[src/rtl/id_hazard_ctrl.sv]
// Decode-stage hazard controller: shadows the EX/MEM/WB destinations and
// produces forwarding selects plus stall, bubble, flush and freeze controls.
module id_hazard_ctrl #(
    parameter int unsigned CNT_W = 32
) (
    input  logic             clk,
    input  logic             rst,
    input  logic             id_valid,
    input  logic [4:0]       id_rs1,
    input  logic [4:0]       id_rs2,
    input  logic             id_rs1_used,
    input  logic             id_rs2_used,
    input  logic [4:0]       id_rd,
    input  logic             id_rf_we,
    input  logic             id_is_load,
    input  logic             id_cmp_in_id,
    input  logic             id_redirect,
    input  logic             mem_busy,
    output logic             pc_we,
    output logic             if_id_we,
    output logic             if_id_flush,
    output logic             id_ex_bubble,
    output logic             pipe_hold,
    output logic             rf_rd1_forwarding_sel,
    output logic             rf_rd2_forwarding_sel,
    output logic [1:0]       fwd1_src,
    output logic [1:0]       fwd2_src,
    output logic [CNT_W-1:0] stall_cnt
);

    localparam int unsigned REG_W = 5;
    localparam int unsigned RES_W = 4;

    typedef enum logic [1:0] {
        S_RUN    = 2'd0,
        S_HAZARD = 2'd1,
        S_FREEZE = 2'd2
    } state_t;

    state_t             r_state;
    state_t             w_state_nxt;
    logic [REG_W-1:0]   r_ex_rd;
    logic               r_ex_we;
    logic               r_ex_ld;
    logic [REG_W-1:0]   r_mem_rd;
    logic               r_mem_we;
    logic [REG_W-1:0]   r_wb_rd;
    logic               r_wb_we;
    logic [CNT_W-1:0]   r_stall_cnt;
    logic [RES_W-1:0]   w_res1;
    logic [RES_W-1:0]   w_res2;
    logic               w_hazard;

    // Result is {hazard, fwd_sel, fwd_src[1:0]}; youngest producer wins.
    function automatic logic [RES_W-1:0] resolve_src(
        input logic [REG_W-1:0] rs,
        input logic             used,
        input logic             cmp_in_id,
        input logic [REG_W-1:0] ex_rd,
        input logic             ex_we,
        input logic             ex_ld,
        input logic [REG_W-1:0] mem_rd,
        input logic             mem_we,
        input logic [REG_W-1:0] wb_rd,
        input logic             wb_we
    );
        logic [RES_W-1:0] res;
        res = '0;
        if (used && (rs != '0)) begin
            if (ex_we && (ex_rd == rs)) begin
                if (ex_ld || cmp_in_id) begin
                    res = 4'b1000;
                end else begin
                    res = 4'b0101;
                end
            end else if (mem_we && (mem_rd == rs)) begin
                res = 4'b0110;
            end else if (wb_we && (wb_rd == rs)) begin
                res = 4'b0111;
            end
        end
        return res;
    endfunction

    always_comb begin
        w_res1 = resolve_src(id_rs1, id_rs1_used, id_cmp_in_id, r_ex_rd, r_ex_we, r_ex_ld,
                             r_mem_rd, r_mem_we, r_wb_rd, r_wb_we);
        w_res2 = resolve_src(id_rs2, id_rs2_used, id_cmp_in_id, r_ex_rd, r_ex_we, r_ex_ld,
                             r_mem_rd, r_mem_we, r_wb_rd, r_wb_we);
        w_hazard = id_valid & (w_res1[3] | w_res2[3]);
    end

    // Next state and pipe controls: memory freeze outranks a data hazard.
    always_comb begin
        w_state_nxt           = r_state;
        pc_we                 = 1'b1;
        if_id_we              = 1'b1;
        if_id_flush           = 1'b0;
        id_ex_bubble          = 1'b0;
        pipe_hold             = 1'b0;
        rf_rd1_forwarding_sel = w_res1[2];
        rf_rd2_forwarding_sel = w_res2[2];
        fwd1_src              = w_res1[1:0];
        fwd2_src              = w_res2[1:0];

        if (mem_busy) begin
            w_state_nxt = S_FREEZE;
        end else if (w_hazard) begin
            w_state_nxt = S_HAZARD;
        end else begin
            w_state_nxt = S_RUN;
        end

        case (w_state_nxt)
            S_FREEZE: begin
                pc_we     = 1'b0;
                if_id_we  = 1'b0;
                pipe_hold = 1'b1;
            end
            S_HAZARD: begin
                pc_we        = 1'b0;
                if_id_we     = 1'b0;
                id_ex_bubble = 1'b1;
            end
            default: begin
                if_id_flush = id_redirect & id_valid;
            end
        endcase

        if (rst) begin
            pc_we                 = 1'b0;
            if_id_we              = 1'b0;
            if_id_flush           = 1'b1;
            id_ex_bubble          = 1'b1;
            pipe_hold             = 1'b0;
            rf_rd1_forwarding_sel = 1'b0;
            rf_rd2_forwarding_sel = 1'b0;
            fwd1_src              = 2'b00;
            fwd2_src              = 2'b00;
        end
    end

    // Shadow pipe and stall counter; a freeze holds everything.
    always_ff @(posedge clk) begin
        if (rst) begin
            r_state     <= S_RUN;
            r_ex_rd     <= '0;
            r_ex_we     <= 1'b0;
            r_ex_ld     <= 1'b0;
            r_mem_rd    <= '0;
            r_mem_we    <= 1'b0;
            r_wb_rd     <= '0;
            r_wb_we     <= 1'b0;
            r_stall_cnt <= '0;
        end else begin
            r_state <= w_state_nxt;
            if (w_state_nxt != S_FREEZE) begin
                r_mem_rd <= r_ex_rd;
                r_mem_we <= r_ex_we;
                r_wb_rd  <= r_mem_rd;
                r_wb_we  <= r_mem_we;
                if (w_state_nxt == S_HAZARD) begin
                    r_ex_rd <= '0;
                    r_ex_we <= 1'b0;
                    r_ex_ld <= 1'b0;
                end else begin
                    r_ex_rd <= id_rd;
                    r_ex_we <= id_rf_we & id_valid;
                    r_ex_ld <= id_is_load & id_valid;
                end
            end
            if ((w_state_nxt == S_HAZARD) && (r_stall_cnt != '1)) begin
                r_stall_cnt <= r_stall_cnt + CNT_W'(1);
            end
        end
    end

    assign stall_cnt = r_stall_cnt;

endmodule

[config.mk]
export PLATFORM = sky130hd
export DESIGN_NAME = id_hazard_ctrl
export DESIGN_NICKNAME = d
export VERILOG_FILES = /design/src/rtl/id_hazard_ctrl.sv
export SDC_FILE = /design/constraint.sdc
export NUM_CORES = 1
export LEC_CHECK = 0
export CAP_MARGIN = 5
export CORE_MARGIN = 3
export CORE_UTILIZATION = 30
export DETAILED_ROUTE_END_ITERATION = 8
export GPL_ROUTABILITY_DRIVEN = 0
export PLACE_DENSITY_LB_ADDON = 0.3
export SLEW_MARGIN = 40
export SYNTH_ARGS = -nofsm -noshare
export SYNTH_HDL_FRONTEND = slang
export SYNTH_SLANG_ARGS = --single-unit
export TNS_END_PERCENT = 100
[constraint.sdc]
create_clock -name clk -period 2.75 [get_ports clk]
set_input_delay 0.55 -clock clk [delete_from_list [all_inputs] [get_ports clk]]
set_output_delay 0.55 -clock clk [all_outputs]
set_load 0.05 [all_outputs]
==> impl_metrics.env, run 1 <==
export IMPL_relSlewSlack=0.615
export IMPL_grt_overflow=0
export IMPL_syn_instance_count=365
export IMPL_cts_max_path_buffers=2
export IMPL_grt_pass1_wl_mm=14.6
export IMPL_finalHoldViolCount=0
export IMPL_wl_mm=8.82
export IMPL_rsz0062_at_grt="true"
export IMPL_dp_hpwl_mm=6.56
export IMPL_setup_ws_ns=0.0308
export IMPL_stdcell_count=595
export IMPL_hp_start="r_ex_ld"
export IMPL_ys_seq_area_frac=0.334
export IMPL_final_setup_viol_count=0
export IMPL_slew_viol_final=0
export IMPL_grt_pass1_vias=3029
export IMPL_hold_depth=2
export IMPL_r2r_end="stall_cnt[15]"
export IMPL_max_cap_violations=0
export IMPL_drt_initial_drc_count=111
export IMPL_syn_area_mm2=0.00305
export IMPL_ios=68
export IMPL_reg2reg_setup_slack_ns=0.43
export IMPL_synth_edff_count=0
export IMPL_startpoint_type="primary input"
export IMPL_design_area_mm2=0.00436
export IMPL_ctsRootBufferMaster="clkbuf_8"
export IMPL_synth_ff_type="dfxtp_1"
export IMPL_hold_buffers=0
export IMPL_wl_met2_mm=4.34
export IMPL_syn_to_final_growth_pct=42.6
export IMPL_drt_first_pass_iters=5
export IMPL_syn_area_per_cell_um2=8.37
export IMPL_dpl_cell_area_mm2=0.00413
export IMPL_die_h_um=107
export IMPL_fp_dieW_um=107
export IMPL_final_nets=487
export IMPL_synth_distinct_cells=52
export IMPL_async_flop_share=0
export IMPL_layout_commonest_cell="dfxtp_1"
export IMPL_clock_sinks=51
export IMPL_avgRoutedWirePerCell_um=14.8
export IMPL_status="completed"
export IMPL_drc=0
export IMPL_clock_skew_ns=0.00763
export IMPL_reg2regPathDepth=8
export IMPL_cts_reportedPaths_clkPinSlew_ns=0.10
export IMPL_insertion_delay_ns=0.30
export IMPL_syn_num_nets=391
export IMPL_period_share=0.989
export IMPL_path_max_fanout=2
export IMPL_max_stage_delay_ns=0.54
export IMPL_crit_top_cell="buf_6"
export IMPL_route_top_layer_used="met4"
export IMPL_placedCellCount=580
export IMPL_path_cells="buf_6 -> or4_4 -> o21a_1 -> a22oi_2 -> nor2_4 -> buf_6 -> a21boi_4 -> buf_6"
export IMPL_num_vias=3070
export IMPL_antenna_found_initial=0
export IMPL_drive_above_1_share=0.219
export IMPL_antenna_cells=0
export IMPL_mostFrequentLayoutCells="49 x dfxtp_1, 45 x clkdlybuf4s50_1, 41 x buf_4"
export IMPL_htree_num_levels=2
export IMPL_dr_wl_met3_um=438
export IMPL_dieArea_mm2=0.0114
export IMPL_wl_met1_mm=3.97
export IMPL_cts_made_buffers=5
export IMPL_start_util=0.311
export IMPL_tightest_slew_ns=0.574
export IMPL_power_density_mw_per_mm2=329
export IMPL_cts_tree="yes"
export IMPL_layout_min_cycle_time_ns=2.72
export IMPL_crit_path_top_delay_cell="or4_4"
export IMPL_p_leak_nw=1.50
export IMPL_cp_end_kind="output port"
export IMPL_cp_data_required_time_ns=2.20
export IMPL_grt_start_max_net_pins=39
export IMPL_portBuffers=67
export IMPL_vias_per_cell=5.16
export IMPL_hp_class="reg -> reg"
export IMPL_row_count=36
export IMPL_fmax_ghz=0.368
export IMPL_whs_endpoint="r_ex_ld"
export IMPL_worst_ir_drop_vdd_uv=215
export IMPL_timing_rr_start="r_ex_rd[0]"
export IMPL_yosys_warnings=0
export IMPL_core_region_area_mm2=0.00982
export IMPL_crit_type="in -> out"
export IMPL_grtUsageTotal=0.156
export IMPL_ys_ff_latch=51
export IMPL_ant_nets=0
export IMPL_place_ws_ns=-0.333
export IMPL_crit_arrival_ns=2.17
worst max-delay path by stage:
stage                          from       end  slack, ns  cells past startpoint
after CTS                 id_rs2[1]     pc_we      0.002                      9
after global routing      id_rs1[2]     pc_we      -0.02                      8
final                     id_rs1[2]     pc_we       0.03                      8
after floorplan           id_rs1[1]     pc_we      -0.24                      6
after global placement    id_rs1[3]  if_id_we      -0.33                      8
after detailed placement  id_rs1[1]     pc_we      -0.33                      8
metal layers:
metal  GRT usage  vias to the layer above
li1            -                     1553
met1       0.200                     1451
met2       0.272                       60
met3      0.0319                        6
met4      0.0283                        0
met5           0                        -
flip-flops by register name, summed over array words and instances, names as in the netlist:
register,flops
r_mem_rd,5
r_wb_rd,5
r_ex_ld,1
r_ex_rd,5
r_ex_we,1
stall_cnt,32
r_mem_we,1
r_wb_we,1
logic make-up (layout without fill, tap and decap cells):
kind of cell               count (synthesis)  in the layout  synth area share
AOI/OAI and AO/OA                         76             76             0.177
xor gates and xnor gates                  30             30            0.0860
adders and majority gates                  1              1           0.00410
buffers and inverters                     26            123            0.0414
DFF                                       51             51             0.334
muxes                                     18             18            0.0615
and+or+nand+nor                          163            163             0.296
what timing repair did:
action                                  in CTS  in global routing
endpoints found under the setup margin      10                 10
pin swaps                                   14                 19
endpoints found under the hold margin        0                  0
setup buffers                                7                  0
resized for setup                           40                 27
where the power goes:
group	leakage, nW	switching [W]	total [W]	internal, W
Sequential	0.413	0.0000189	0.000771	0.000752
Clock	0.0408	0.000263	0.000446	0.000182
Combinational	1.05	0.000108	0.000215	0.000107
Total	1.50	0.000390	0.00143	0.00104
cell usage after synthesis (3+ instances only):
cell type / n / area [um^2]
a21boi_0: 3 / 22.5
a21o_1: 3 / 22.5
a21oi_1: 26 / 130
buf_1: 4 / 15.0
buf_4: 3 / 22.5
clkbuf_1: 10 / 37.5
dfxtp_1: 51 / 1020
inv_1: 5 / 18.8
mux2_1: 6 / 67.6
mux2i_1: 12 / 120
nand2_1: 28 / 105
nand3_1: 17 / 85.1
nand3b_1: 8 / 60.1
nand4_1: 14 / 87.6
nor2_1: 30 / 113
nor2b_1: 9 / 56.3
nor3_1: 11 / 55.1
nor4_1: 9 / 56.3
o21ai_1: 7 / 35.0
o221ai_1: 5 / 43.8
o31ai_1: 17 / 128
or3_1: 6 / 37.5
or4_1: 18 / 135
xnor2_1: 10 / 87.6
xor2_1: 20 / 175
layout make-up:
class,instances,area (um^2)
Fill cell,999,5460
Multi-Input combinational cell,288,2000
Timing Repair Buffer,110,1050
Sequential cell,51,1020
Tap cell,133,166
Clock buffer,5,68.8
Clock inverter,3,23.8
Inverter,5,18.8
critical path, delay by kind of cell:
family                 cells  cell delay (ns)
AND/OR/NAND/NOR            2             0.61
buffers and inverters      3             0.39
AO/OA/AOI/OAI              3             0.60
stage by stage:
| stage | setup TNS [ns] | power [W] | util | hold slack [ns] |
|---|---|---|---|---|
| floorplan | -0.435 | 0.000889 | - | 0.447 |
| global placement | -6.11 | 0.000988 | 0.421 | 0.461 |
| detailed placement | -7.05 | 0.000990 | 0.421 | 0.469 |
| CTS | 0 | 0.00144 | 0.438 | 0.482 |
| global route | -0.0445 | 0.00150 | 0.444 | 0.519 |
| finish | 0 | 0.00143 | 0.444 | 0.479 |
Power figures use the tool's default switching activity.
==> run 2, diff against run 1 <==
==> constraint.sdc (replaced) <==
create_clock -name clk -period 2.75 [get_ports clk]
set_input_delay 0.4125 -clock clk [delete_from_list [all_inputs] [get_ports clk]]
set_output_delay 0.4125 -clock clk [all_outputs]
set_load 0.05 [all_outputs]
==> run 2 against run 1 <==
Against the previous run: sequential share of layout area increased by 0.14 points; largest power group unchanged; clock power increased by 26%; worst setup slack improved by 0.022 ns; wire length decreased by 0.79%; critical path depth decreased by 1; highest routed layer unchanged; flip-flop and latch count unchanged; critical path type unchanged.
==> impl_metrics.env, run 2 (synthesis gave the netlist of run 1 again) <==
export IMPL_vias_per_cell=5.20
export IMPL_max_cap_violations=0
export IMPL_slew_viol_final=0
export IMPL_startpoint_type="primary input"
export IMPL_crit_arrival_ns=2.28
export IMPL_final_util=0.440
export IMPL_drt_first_pass_iters=4
export IMPL_hold_buffers=0
export IMPL_max_stage_delay_ns=0.55
export IMPL_rsz0062_at_grt="true"
export IMPL_layout_commonest_cell="dfxtp_1"
export IMPL_grt_start_max_net_pins=43
export IMPL_power_density_mw_per_mm2=355
export IMPL_clock_sinks=51
export IMPL_cp_data_required_time_ns=2.34
export IMPL_ios=68
export IMPL_period_share=0.981
export IMPL_tightest_slew_ns=0.569
export IMPL_ctsRootBufferMaster="clkbuf_8"
export IMPL_clkPwrFrac=0.367
export IMPL_dr_wl_met3_um=327
export IMPL_p_int_w=0.00115
export IMPL_start_util=0.311
export IMPL_power_frac_comb=0.131
export IMPL_cts_tree="yes"
export IMPL_antenna_found_initial=0
export IMPL_clock_skew_ns=0.0138
export IMPL_largest_register_ffs=32
export IMPL_avgRoutedWirePerCell_um=14.8
export IMPL_dieArea_mm2=0.0114
export IMPL_stdcell_count=590
export IMPL_insertion_delay_ns=0.31
export IMPL_placedCellCount=580
export IMPL_grt_pass1_wl_mm=14.6
export IMPL_cts_made_buffers=5
export IMPL_hp_class="reg -> reg"
export IMPL_layout_min_cycle_time_ns=2.70
export IMPL_drive_above_1_share=0.168
export IMPL_status="completed"
export IMPL_antenna_cells=0
export IMPL_mostFrequentLayoutCells="50 x dfxtp_1, 48 x clkdlybuf4s50_1, 39 x buf_4"
export IMPL_drt_initial_drc_count=132
export IMPL_final_setup_viol_count=0
export IMPL_wl_met1_mm=4.28
export IMPL_path_max_fanout=3
export IMPL_path_cells="clkdlybuf4s50_1 -> or4_4 -> o21a_4 -> a22oi_2 -> nor2_2 -> a21boi_2 -> buf_6"
export IMPL_worst_ir_drop_vdd_uv=250
export IMPL_final_nets=482
export IMPL_p_leak_nw=1.53
export IMPL_syn_to_final_growth_pct=41.6
export IMPL_cts_max_path_buffers=2
export IMPL_portBuffers=67
export IMPL_route_top_layer_used="met4"
export IMPL_crit_path_top_delay_cell="or4_4"
export IMPL_fmax_ghz=0.371
export IMPL_fillers=1026
export IMPL_grt_pass1_vias=2902
export IMPL_holdWs_ns=0.488
export IMPL_power_switching_w=0.000387
export IMPL_drc=0
export IMPL_num_vias=3070
export IMPL_cts_reportedPaths_clkPinSlew_ns=0.09
export IMPL_swShare=0.252
export IMPL_wl_met2_mm=4.07
export IMPL_wl_mm=8.75
export IMPL_ant_nets=0
export IMPL_row_count=36
export IMPL_fp_dieW_um=107
export IMPL_dp_hpwl_mm=6.51
export IMPL_crit_type="in -> out"
export IMPL_core_region_area_mm2=0.00982
export IMPL_finalHoldViolCount=0
export IMPL_grt_overflow=0
export IMPL_cp_end_kind="output port"
export IMPL_htree_num_levels=2
export IMPL_seq_power_share=0.503
export IMPL_grtUsageTotal=0.155
export IMPL_die_h_um=107
export IMPL_relSlewSlack=0.621
run 2: cell types whose count changed in the layout (fill, tap and decap cells not counted), sizes merged, moves of 2 or more:
cell	change
clkbuf	-2
dlymetal6s2s	+6
buf	-11
clkdlybuf4s50	+3
clkinvlp	-2
run 2: critical path: cells and delay by family:
family	cells	cell delay, ns
buffers and inverters	2	0.60
AO/OA/AOI/OAI	3	0.62
AND/OR/NAND/NOR	2	0.64
run 2: per-stage QoR:
stage | total power [W] | worst slack [ns] | TNS, ns | area, um^2
floorplan | 0.000887 | 0.0149 | 0 | 3060
global placement | 0.000979 | -0.0144 | -0.0371 | 4110
detailed placement | 0.000982 | -0.0580 | -0.651 | 4110
CTS | 0.00155 | 0.000976 | 0 | 4260
global route | 0.00161 | -0.0276 | -0.102 | 4320
finish | 0.00154 | 0.0526 | 0 | 4320
run 2: path summary, 6_finish.rpt:
path | start | to | slack (ns) | cells past startpoint
setup / recovery | id_rs1[1] | pc_we | 0.05 | 7
hold / removal | r_ex_ld | r_ex_ld | 0.49 | 2
setup reg to reg | r_ex_rd[3] | stall_cnt[8] | 0.45 | 8
hold reg to reg | r_ex_ld | r_ex_ld | 0.49 | 2
run 2: final cells by class:
type | instances | area [um^2] | share of cell area
Sequential cell | 51 | 1020 | 0.236
Timing Repair Buffer | 105 | 1040 | 0.240
Multi-Input combinational cell | 288 | 1960 | 0.453
Clock buffer | 6 | 82.6 | 0.0191
Tap cell | 133 | 166 | 0.0385
Inverter | 5 | 18.8 | 0.00434
Clock inverter | 2 | 38.8 | 0.00897
run 2: timing repair:
action | in CTS | in global routing
resized for setup | 7 | 14
setup buffers | 0 | 2
endpoints found under the setup margin | 6 | 9
gates cloned | 0 | 0
pin swaps | 5 | 19
run 2: power by group through the flow:
| stage | clock network, W | registers (W) | logic (W) |
|---|---|---|---|
| global placement | 0 | 0.000788 | 0.000191 |
| global route | 0.000614 | 0.000774 | 0.000218 |
| detailed placement | 0 | 0.000788 | 0.000194 |
| finish | 0.000563 | 0.000772 | 0.000201 |
| floorplan | 0 | 0.000781 | 0.000106 |
| CTS | 0.000579 | 0.000771 | 0.000199 |
run 2: layer usage:
metal / vias to the layer above / GRT usage
met5: - / 0
met4: 0 / 0.0320
met3: 5 / 0.0217
met1: 1462 / 0.230
li1: 1540 / -
met2: 63 / 0.239
